## src/rtl/logic_unit_pipe_if.sv

```systemverilog
// logic_unit_pipe_if: operand/op input and result output handshake bundle for logic_unit_pipe
interface logic_unit_pipe_if #(
   parameter int WIDTH = 8,
   parameter int CNT_W = 8
);
   logic             in_valid;
   logic             in_ready;
   logic [2:0]       op;
   logic [WIDTH-1:0] a;
   logic [WIDTH-1:0] b;
   logic             acc_mode;
   logic             acc_clear;
   logic             out_valid;
   logic             out_ready;
   logic [WIDTH-1:0] y;
   logic             zero;
   logic             parity;
   logic [WIDTH-1:0] acc;
   logic [CNT_W-1:0] txn_cnt;
   modport master (
      output in_valid, op, a, b, acc_mode, acc_clear, out_ready,
      input  in_ready, out_valid, y, zero, parity, acc, txn_cnt
   );
   modport slave (
      input  in_valid, op, a, b, acc_mode, acc_clear, out_ready,
      output in_ready, out_valid, y, zero, parity, acc, txn_cnt
   );
endinterface

```

## src/rtl/logic_unit_pipe.sv

```systemverilog
// logic_unit_pipe: registered bitwise logic unit with one-deep valid/ready output stage,
// accumulator chaining and a wrapping accepted-transaction counter
module logic_unit_pipe #(
   parameter int WIDTH = 8,
   parameter int CNT_W = 8
) (
   input logic              clk,
   input logic              reset,
   logic_unit_pipe_if.slave bus
);
   typedef enum logic [2:0] {
      OP_AND, OP_OR, OP_NOT, OP_XOR, OP_NAND, OP_NOR, OP_XNOR, OP_PASS
   } op_e;
   logic             out_valid_q, out_valid_d;
   logic [WIDTH-1:0] y_q, y_d;
   logic             zero_q, zero_d;
   logic             parity_q, parity_d;
   logic [WIDTH-1:0] acc_q, acc_d;
   logic [CNT_W-1:0] cnt_q, cnt_d;
   logic             accept;
   logic [WIDTH-1:0] a_eff;
   logic [WIDTH-1:0] res;
   // ready depends only on the output stage so upstream never sees a combinational loop
   assign bus.in_ready = !out_valid_q || bus.out_ready;
   assign accept       = bus.in_valid && bus.in_ready;
   assign a_eff        = bus.acc_clear ? '0 : (bus.acc_mode ? acc_q : bus.a);
   always_comb begin
      res = '0;
      case (op_e'(bus.op))
         OP_AND:  res = a_eff & bus.b;
         OP_OR:   res = a_eff | bus.b;
         OP_NOT:  res = ~a_eff;
         OP_XOR:  res = a_eff ^ bus.b;
         OP_NAND: res = ~(a_eff & bus.b);
         OP_NOR:  res = ~(a_eff | bus.b);
         OP_XNOR: res = ~(a_eff ^ bus.b);
         OP_PASS: res = bus.b;
      endcase
   end
   always_comb begin
      out_valid_d = accept ? 1'b1 : (bus.out_ready ? 1'b0 : out_valid_q);
      y_d         = accept ? res : y_q;
      zero_d      = accept ? ~|res : zero_q;
      parity_d    = accept ? ^res : parity_q;
      acc_d       = accept ? res : (bus.acc_clear ? '0 : acc_q);
      cnt_d       = accept ? cnt_q + 1'b1 : cnt_q;
   end
   always_ff @(posedge clk) begin
      if (reset) begin
         out_valid_q <= 1'b0;
         y_q         <= '0;
         zero_q      <= 1'b1;
         parity_q    <= 1'b0;
         acc_q       <= '0;
         cnt_q       <= '0;
      end else begin
         out_valid_q <= out_valid_d;
         y_q         <= y_d;
         zero_q      <= zero_d;
         parity_q    <= parity_d;
         acc_q       <= acc_d;
         cnt_q       <= cnt_d;
      end
   end
   assign bus.out_valid = out_valid_q;
   assign bus.y         = y_q;
   assign bus.zero      = zero_q;
   assign bus.parity    = parity_q;
   assign bus.acc       = acc_q;
   assign bus.txn_cnt   = cnt_q;
endmodule

```

## src/flat_wrapper.sv

```systemverilog
// flat-port wrapper written by rule: the top's interface ports become plain ports
module logic_unit_pipe_flat 
#(
   parameter int WIDTH = 8,
   parameter int CNT_W = 8
)
  (clk, reset, bus_in_valid, bus_op, bus_a, bus_b, bus_acc_mode, bus_acc_clear, bus_out_ready, bus_in_ready, bus_out_valid, bus_y, bus_zero, bus_parity, bus_acc, bus_txn_cnt);
  logic_unit_pipe_if #(.WIDTH(WIDTH), .CNT_W(CNT_W)) bus_i ();
  input logic clk;
  input logic reset;
  input wire logic [$bits(bus_i.in_valid)-1:0] bus_in_valid;
  input wire logic [$bits(bus_i.op)-1:0] bus_op;
  input wire logic [$bits(bus_i.a)-1:0] bus_a;
  input wire logic [$bits(bus_i.b)-1:0] bus_b;
  input wire logic [$bits(bus_i.acc_mode)-1:0] bus_acc_mode;
  input wire logic [$bits(bus_i.acc_clear)-1:0] bus_acc_clear;
  input wire logic [$bits(bus_i.out_ready)-1:0] bus_out_ready;
  output wire logic [$bits(bus_i.in_ready)-1:0] bus_in_ready;
  output wire logic [$bits(bus_i.out_valid)-1:0] bus_out_valid;
  output wire logic [$bits(bus_i.y)-1:0] bus_y;
  output wire logic [$bits(bus_i.zero)-1:0] bus_zero;
  output wire logic [$bits(bus_i.parity)-1:0] bus_parity;
  output wire logic [$bits(bus_i.acc)-1:0] bus_acc;
  output wire logic [$bits(bus_i.txn_cnt)-1:0] bus_txn_cnt;
  assign bus_i.in_valid = bus_in_valid;
  assign bus_i.op = bus_op;
  assign bus_i.a = bus_a;
  assign bus_i.b = bus_b;
  assign bus_i.acc_mode = bus_acc_mode;
  assign bus_i.acc_clear = bus_acc_clear;
  assign bus_i.out_ready = bus_out_ready;
  assign bus_in_ready = bus_i.in_ready;
  assign bus_out_valid = bus_i.out_valid;
  assign bus_y = bus_i.y;
  assign bus_zero = bus_i.zero;
  assign bus_parity = bus_i.parity;
  assign bus_acc = bus_i.acc;
  assign bus_txn_cnt = bus_i.txn_cnt;
  logic_unit_pipe #(.WIDTH(WIDTH), .CNT_W(CNT_W)) u_core (.clk(clk), .reset(reset), .bus(bus_i));
endmodule
```

## config.mk

```make
export PLATFORM = sky130hd
export DESIGN_NAME = logic_unit_pipe_flat
export DESIGN_NICKNAME = d
export VERILOG_FILES = /design/src/rtl/logic_unit_pipe_if.sv /design/src/rtl/logic_unit_pipe.sv /design/src/flat_wrapper.sv
export SDC_FILE = /design/constraint.sdc
export NUM_CORES = 1
export LEC_CHECK = 0
export ABC_AREA = 1
export BUFFER_PORTS_ARGS = -buffer_cell sky130_fd_sc_hd__buf_4
export CORE_ASPECT_RATIO = 1.75
export CORE_MARGIN = 4
export CORE_UTILIZATION = 40
export DETAILED_ROUTE_END_ITERATION = 7
export GPL_TIMING_DRIVEN = 0
export PLACE_DENSITY = 0.64
export SYNTH_ARGS = -nofsm -noshare
export SYNTH_HDL_FRONTEND = slang
export SYNTH_SLANG_ARGS = --single-unit
```

## constraint.sdc

```tcl
create_clock -name clk -period 3.3 [get_ports clk]
set_input_delay 0 -clock clk [delete_from_list [all_inputs] [get_ports clk]]
set_output_delay 0 -clock clk [all_outputs]
set_load 0.01 [all_outputs]
```

Word-level counts from Yosys, hierarchy flattened
Cells that the tools add are included.
{"block": "totals", "romBits": 0, "reg_bits": 27, "memories": 0, "input_bits": 25, "latchBits": 0, "output_inout_bits": 28, "word_cells": 37, "ramBits": 0}
{"block": "op_classes", "eq_ne": 7, "n_addsub": 1, "n_mul": 0, "shift": 0, "div": 0, "n_bitwise": 7, "order_cmp": 0, "reduce_logical": 9, "muxes": 7}
{"operator": "$pmux W8 S8", "n": 1}
{"operator": "$mux W8", "n": 4}
{"operator": "$not A8 Y8", "n": 4}
{"operator": "$eq A3 B3 Y1 const B", "n": 4}
{"operator": "$add A8 B1 Y8 const B", "n": 1}
{"operator": "$and A8 B8 Y8", "n": 1}
{"operator": "$or A8 B8 Y8", "n": 1}
{"operator": "$reduce_or A8 Y1", "n": 1}
{"operator": "$reduce_xor A8 Y1", "n": 1}
{"operator": "$xor A8 B8 Y8", "n": 1}
{"operator": "$eq A3 B2 Y1 const B", "n": 2}
{"operator": "$reduce_bool A2 Y1", "n": 2}
{"operator": "$eq A3 B1 Y1 const B", "n": 1}
{"operator": "$logic_not A3 Y1", "n": 1}
{"operator": "$logic_not A1 Y1", "n": 2}
{"operator": "$mux W1", "n": 2}
{"operator": "$logic_and A1 B1 Y1", "n": 1}
{"operator": "$logic_or A1 B1 Y1", "n": 1}

Longest topological paths before layout
Gate-level depths: netlist of run 1.
{"block": "logic_depth", "ltp_word": 7, "depth_mapped": 17, "mapped_depth_nobuf": 16}

Least setup slack after synthesis of run 1
Ideal clock, no wire load.
{"block": "synth_path", "kind": "flip-flop to flip-flop", "from": "reg u_core.acc_q[0] (netlist: u_core.bus.acc[0])", "to": "reg u_core.parity_q (netlist: u_core.bus.parity)", "slack_ns": 1.236, "synth_period_minus_slack_ns": 2.064, "arrival_time_ns": 1.948, "n_path_buf": 0, "t_required_ns": 3.185, "path_stages_with_launch": 16, "setup_ns": 0.115, "path_cell_list": "dfxtp_1 -> inv_1 -> nand2_1 -> nand3_1 -> ha_1 -> inv_1 -> nand4_1 -> nand2_1 -> nor2_1 -> nand3_1 -> inv_1 -> ha_1 -> xor2_1 -> xnor2_1 -> o21ai_0 -> inv_1"}
{"block": "synth_between", "elab_chain_len": 6, "elab_cells_between_ends": 11, "cone_classes": "mux (3); bitwise (7); reduce/logical (1)"}
{"element": "from (decl)", "line": "logic_unit_pipe.sv:18", "source": "logic [WIDTH-1:0] acc_q, acc_d;"}
{"element": "from (signal assigned)", "line": "logic_unit_pipe.sv:54", "source": "acc_q <= '0;"}
{"element": "from (signal assigned)", "line": "logic_unit_pipe.sv:61", "source": "acc_q <= acc_d;"}
{"element": "$mux W8 * (2 in series)", "line": "logic_unit_pipe.sv:26", "source": "assign a_eff = bus.acc_clear ? '0 : (bus.acc_mode ? acc_q : bus.a);"}
{"element": "$xor A8 B8 Y8 (tied with other cells)", "line": "logic_unit_pipe.sv:33, logic_unit_pipe.sv:36"}
{"element": "$not A8 Y8, on equally long branches", "line": "logic_unit_pipe.sv:36, logic_unit_pipe.sv:34, logic_unit_pipe.sv:35"}
{"element": "$pmux W8 S8 *", "line": "logic_unit_pipe.sv:29", "source": "case (op_e'(bus.op))"}
{"element": "$reduce_xor A8 Y1 *", "line": "logic_unit_pipe.sv:44", "source": "parity_d = accept ? ^res : parity_q;"}
{"element": "to (signal assigned)", "line": "logic_unit_pipe.sv:60", "source": "parity_q <= parity_d;"}
{"element": "to (decl)", "line": "logic_unit_pipe.sv:17", "source": "logic parity_q, parity_d;"}
Mark *: on every way between the ends. The rest lies on a longest branch, timed or not.
A chain may end at the register's enable or synchronous reset.

Worst setup path in the final report of run 1
Ends and elaborated chain as after synthesis.

==> results.json, run 1 <==
{
  "final_layout_size_suffix_gt1_frac": 0.189,
  "status": "completed",
  "setup_violations": 0,
  "die-height_um": 108,
  "first_iter_violations": 125,
  "hold_path.class": "input pin to register",
  "finalCriticalPeriod_ns": 2.25,
  "synth_seq_area_share": 0.238,
  "design.core.area_um2": 5540,
  "critPathArrivalTime_ns": 2.42,
  "grt_remaining_overflow": 0,
  "maxSlewViolCount": 0,
  "clockBufferDepth": 2,
  "antenna_found_initial": 0,
  "end_kind": "register",
  "route.detailed.drc": 0,
  "clk_latency_ns": 0.27,
  "p_comb_frac": 0.364,
  "initial_core_util": 0.410,
  "multiInputGateArea_um2": 1390,
  "regArea_um2": 541,
  "start_kind": "register",
  "required_ns": 3.47,
  "ys_ff_latch": 27,
  "num_antenna_cells": 0,
  "critPathMaxFanout": 3,
  "cap_violations": 0,
  "ir_drop_v": 0.000141,
  "fillers": 618,
  "seqPwrFrac": 0.420,
  "syn_nets": 405,
  "cts-root-buf": "clkbuf_8",
  "dr.pass1.iters": 5,
  "swShare": 0.339,
  "syn_area_um2": 2270,
  "hpwl_um": 5180,
  "dieWidth_um": 65.0,
  "clk_pin_slew_ns": 0.09,
  "antenna_left": 0,
  "synth-warning-count": 0,
  "rsz0062_at_grt": "no",
  "period_share": 0.682,
  "fin_skew_ns": 0.00379,
  "syn_avg_cell_area_um2": 6.33,
  "vias_per_cell": 5.00,
  "max_slew.worst_pin.slew_ns": 0.541,
  "path_class": "register to register",
  "synth_cells": 359,
  "wl_per_cell_um": 12.9,
  "p_sw_mw": 0.294,
  "htreeDepth": 1,
  "grtUsageTotal": 0.188,
  "grt_max_degree": 15,
  "intPower_mw": 0.573,
  "power_leakage_nw": 1.51,
  "layout-area-overhead-vs-synth_pct": 22.8,
  "hold_viol": 0,
  "p_per_area_nw_per_um2": 311,
  "whs_ns": 0.0419,
  "timing.fmax_mhz": 444,
  "p_clk_frac": 0.216,
  "drt-total-wl_um": 6320,
  "io_pins": 53,
  "cts.sinks": 27,
  "cts_tree": "built",
  "vias": 2447,
  "final_cell_mix": "nand2_1 (100), inv_1 (58), buf_4 (52)",
  "synth_cell_type_count": 26,
  "place.gp.congestion": 0.890,
  "grt_pass1_wl_um": 10400,
  "final_nets": 460,
  "die-area_um2": 7000,
  "cts_inserted_buffers": 3,
  "place.port_buffers": 49,
  "final_common_cell": "nand2_1",
  "slew_headroom": 0.638,
  "rows": 36,
  "fin_setup_tns_ns": 0,
  "grt_pass1_vias": 2323,
  "postCtsResizedCells": 0
}
[registers in the layout (all words and copies together), names as in the netlist]
| register | cells |
|---|---|
| u_core.bus.acc | 8 |
| u_core.bus.txn_cnt | 8 |
| u_core.bus.y | 8 |
| u_core.bus.out_valid | 1 |
| u_core.bus.parity | 1 |
| u_core.bus.zero | 1 |
[power by group through the flow]
stage | sequential [mW] | clock (mW) | combinational [mW]
2_1_floorplan | 0.380 | 0 | 0.196
3_5_place_dp | 0.372 | 0 | 0.316
4_1_cts | 0.364 | 0.188 | 0.318
3_3_place_gp | 0.372 | 0 | 0.311
5_1_grt | 0.368 | 0.201 | 0.358
6_report | 0.364 | 0.187 | 0.316
[final timing paths]
path	start	endpoint	slack, ns	depth (start not counted)
setup / recovery	u_core.bus.acc[0]	u_core.bus.parity	1.05	15
hold / removal	bus_out_ready	u_core.bus.out_valid	0.04	4
setup reg to reg	u_core.bus.acc[0]	u_core.bus.parity	1.05	15
hold reg to reg	u_core.bus.y[1]	u_core.bus.y[1]	0.47	2
[cell usage after synthesis]
master | n | area (µm²)
a21oi_1 | 28 | 140
nand2_2 | 1 | 6.26
buf_6 | 4 | 45.0
inv_1 | 58 | 218
nor3_2 | 1 | 10.0
nor2_1 | 19 | 71.3
buf_2 | 5 | 25.0
nand4_1 | 30 | 188
inv_2 | 3 | 11.3
ha_1 | 21 | 263
inv_4 | 1 | 6.26
nand2_1 | 100 | 375
nand3b_1 | 6 | 45.0
or2_2 | 5 | 31.3
nor3b_1 | 1 | 7.51
o21bai_1 | 1 | 7.51
o21ai_0 | 8 | 40.0
nor3_1 | 1 | 5.00
nand3_1 | 26 | 130
nor3_4 | 1 | 16.3
dfxtp_1 | 27 | 541
clkbuf_1 | 3 | 11.3
xor2_1 | 2 | 17.5
nor2_4 | 2 | 22.5
buf_4 | 3 | 22.5
xnor2_1 | 2 | 17.5
[what timing repair did]
item / in CTS / in global routing
setup buffers: 0 / 0
hold buffers: 1 / 0
hold endpoints to repair: 2 / 0
endpoints found under the setup margin: 0 / 0
[layout make-up]
class | instances | share of cell area
tap | 76 | 0.0341
clock buffer | 4 | 0.0161
buffer | 15 | 0.0372
sequential | 27 | 0.194
timing repair buffer | 50 | 0.135
inverter | 62 | 0.0843
multi-input combinational | 255 | 0.499
[per-layer routing]
layer | GRT usage | wire [µm]
met4 | 0.101 | 191
met1 | 0.189 | 2290
met5 | 0 | 0
met3 | 0.00940 | 261
met2 | 0.369 | 3570
[logic make-up (layout without fill, tap and decap cells)]
group                      count (synthesis)  count (layout)  share of synthesized area
buffers and inverters                     77             131                      0.149
and+or+nand+nor                          193             193                      0.400
DFF                                       27              27                      0.238
xor gates and xnor gates                   4               4                     0.0154
AOI/OAI and AO/OA                         37              37                     0.0826
adders and majority gates                 21              21                      0.116
[metrics by stage]
stage          instances  utilization  worst slack [ns]  area (µm²)  power [mW]
6_report             489        0.504              1.05        2790       0.867
3_3_place_gp         484        0.494              1.07        2740       0.683
4_1_cts              489        0.504              1.03        2790       0.870
5_1_grt              489        0.504             0.800        2790       0.927
3_5_place_dp         484        0.494              1.06        2740       0.688
2_1_floorplan        359            -              1.24        2270       0.575
[worst max-delay path, stage by stage (launching register included)]
cell and delay (ns):
dfxtp_1 0.38, inv_1 0.06, nand2_1 0.05, nand3_1 0.13, ha_1 0.33, inv_1 0.06, nand4_1 0.08, nand2_1 0.07
nor2_1 0.05, nand3_1 0.11, inv_1 0.06, ha_1 0.30, xor2_1 0.17, xnor2_1 0.11, o21ai_0 0.14, inv_1 0.05
Note: power is estimated with default switching activity, not from simulation.
==> inputs of run 2 (changes only) <==
--- a/config.mk
+++ b/config.mk
@@ -12,7 +12,7 @@
 export CORE_UTILIZATION = 40
 export DETAILED_ROUTE_END_ITERATION = 7
 export GPL_TIMING_DRIVEN = 0
-export PLACE_DENSITY = 0.64
+export PLACE_DENSITY = 0.67
 export SYNTH_ARGS = -nofsm -noshare
 export SYNTH_HDL_FRONTEND = slang
 export SYNTH_SLANG_ARGS = --single-unit
==> constraint.sdc (replaced) <==
create_clock -name clk -period 2.07 [get_ports clk]
set_input_delay 0 -clock clk [delete_from_list [all_inputs] [get_ports clk]]
set_output_delay 0 -clock clk [all_outputs]
set_load 0.01 [all_outputs]
==> run 2 against run 1 <==
The flow now finishes with violations (setup timing). Wire length increased by 5.5%. First-iteration DRC count decreased by 30%. Sequential cell count unchanged. Via count increased by 4.2%. Count of clock-buffer cells in the layout decreased by 1. Non-clock buffer count increased by 6. Maximum frequency increased by 3.8%. Clock power increased by 59%. Critical path type unchanged. Critical endpoint unchanged. Largest power group is now combinational cells. Highest routed layer unchanged.
==> results.json, run 2 (synthesis results as in run 1) <==
{
  "critPathMaxFanout": 3,
  "dp.cells": 484,
  "hold_viol": 0,
  "final_nets": 466,
  "vias": 2549,
  "final_layout_size_suffix_gt1_frac": 0.303,
  "clk_pin_slew_ns": 0.09,
  "design.core.area_um2": 5540,
  "cts-root-buf": "clkbuf_8",
  "hold_depth": 4,
  "fin_setup_tns_ns": -0.0972,
  "finalCriticalPeriod_ns": 2.17,
  "critPathArrivalTime_ns": 2.34,
  "dr.pass1.iters": 4,
  "status": "finished, violations left",
  "ir_drop_v": 0.000288,
  "maxSlewViolCount": 0,
  "multiInputGateArea_um2": 1640,
  "cap_violations": 0,
  "finalWorstSetupSlack_ns": -0.0972,
  "route.detailed.drc": 0,
  "clockBufferDepth": 2,
  "fin_cells": 495,
  "cts_inserted_buffers": 3,
  "required_ns": 2.24,
  "violations": "setup timing",
  "first_iter_violations": 88,
  "vias_per_cell": 5.15,
  "r2r_end": "u_core.bus.parity",
  "dieWidth_um": 65.0,
  "final_cell_mix": "nand2_1 (93), buf_4 (58), inv_1 (55)",
  "final_common_cell": "nand2_1",
  "cts_tree": "built",
  "r2r-start": "u_core.bus.acc[3]",
  "whs_ns": 0.0425,
  "rows": 36,
  "grtUsageTotal": 0.196,
  "place.gp.congestion": 0.857,
  "htreeDepth": 1,
  "grt_remaining_overflow": 0,
  "num_antenna_cells": 0,
  "slew_headroom": 0.628,
  "setup_violations": 1,
  "dp_slack_ns": -0.199,
  "fillers": 548,
  "period_share": 1.05,
  "p_per_area_nw_per_um2": 490,
  "p_total_mw": 1.51,
  "fin_skew_ns": 0.00538,
  "clk_latency_ns": 0.27,
  "final_cell_area_um2": 3090,
  "place.port_buffers": 49,
  "initial_core_util": 0.410,
  "die-area_um2": 7000,
  "hold_path.class": "input pin to register",
  "die-height_um": 108,
  "place_area_um2": 2740,
  "grt_max_degree": 16,
  "grt_pass1_wl_um": 11000,
  "drt-total-wl_um": 6660,
  "rsz0062_at_grt": "yes",
  "wl_per_cell_um": 13.5,
  "antenna_found_initial": 0,
  "end_kind": "register",
  "worst-r2r-setup-slack_ns": -0.1,
  "regArea_um2": 551,
  "power_leakage_nw": 1.57,
  "reg2reg_depth": 16,
  "critPathLaunch": "u_core.bus.acc[3]",
  "io_pins": 53,
  "crit_end": "u_core.bus.parity",
  "start_kind": "register",
  "timing.fmax_mhz": 461,
  "path_class": "register to register",
  "final_util": 0.558,
  "antenna_left": 0,
  "max_slew.worst_pin.slew_ns": 0.556,
  "layout-area-overhead-vs-synth_pct": 35.9,
  "hpwl_um": 5130,
  "cts.sinks": 27,
  "grt_pass1_vias": 2386
}
run 2: cell types whose count changed in the layout (fill, tap and decap cells not counted), sizes merged:
cell	previous run	this run
clkinv	0	1
clkbuf	7	6
buf	61	67
run 2: cell type report:
type                       count  area share
tap                           76      0.0308
buffer                        15      0.0336
sequential                    27       0.178
multi-input combinational    255       0.529
clock buffer                   3      0.0134
clock inverter                 1     0.00162
inverter                      62      0.0761
timing repair buffer          56       0.137
run 2: worst max-delay path: stages (launching register included):
cell and delay [ns]:
dfxtp_2 0.35, inv_1 0.04, nand2_1 0.09, nand3_4 0.10
inv_1 0.09, ha_2 0.19, nand2_1 0.05, nand2_1 0.06
nand2_1 0.06, a21oi_2 0.10, nand2_1 0.11, nand2_2 0.11
ha_4 0.21, xnor2_2 0.19, xnor2_1 0.12, o21ai_1 0.14
inv_1 0.06
run 2: power breakdown:
part | switching [mW] | internal [mW] | total, mW | leakage [nW]
Clock | 0.162 | 0.135 | 0.297 | 0.0255
Sequential | 0.0253 | 0.558 | 0.583 | 0.225
Combinational | 0.346 | 0.287 | 0.633 | 1.32
run 2: what timing repair did:
action                                 4_1_cts  5_1_grt
hold buffers                                 1        0
gates resized for setup                     31       17
endpoints found under the hold margin        2        0
setup endpoints to repair                    1        1
setup buffers                                3        3
pin swaps                                   14       15
run 2: routing by layer:
layer,part of all wire,track usage
met1,0.36,0.205
met2,0.58,0.387
met3,0.037,0.00940
met4,0.021,0.0877
met5,0,0
run 2: worst min path at each step:
stage | from | endpoint | slack (ns)
final | bus_out_ready | u_core.bus.out_valid | 0.04
after global routing | bus_out_ready | u_core.bus.out_valid | 0.05
after CTS | bus_out_ready | u_core.bus.out_valid | 0.05
after detailed placement | reset | u_core.bus.txn_cnt[2] | 0.21
after global placement | reset | u_core.bus.txn_cnt[2] | 0.21
after floorplan | reset | u_core.bus.txn_cnt[2] | 0.08
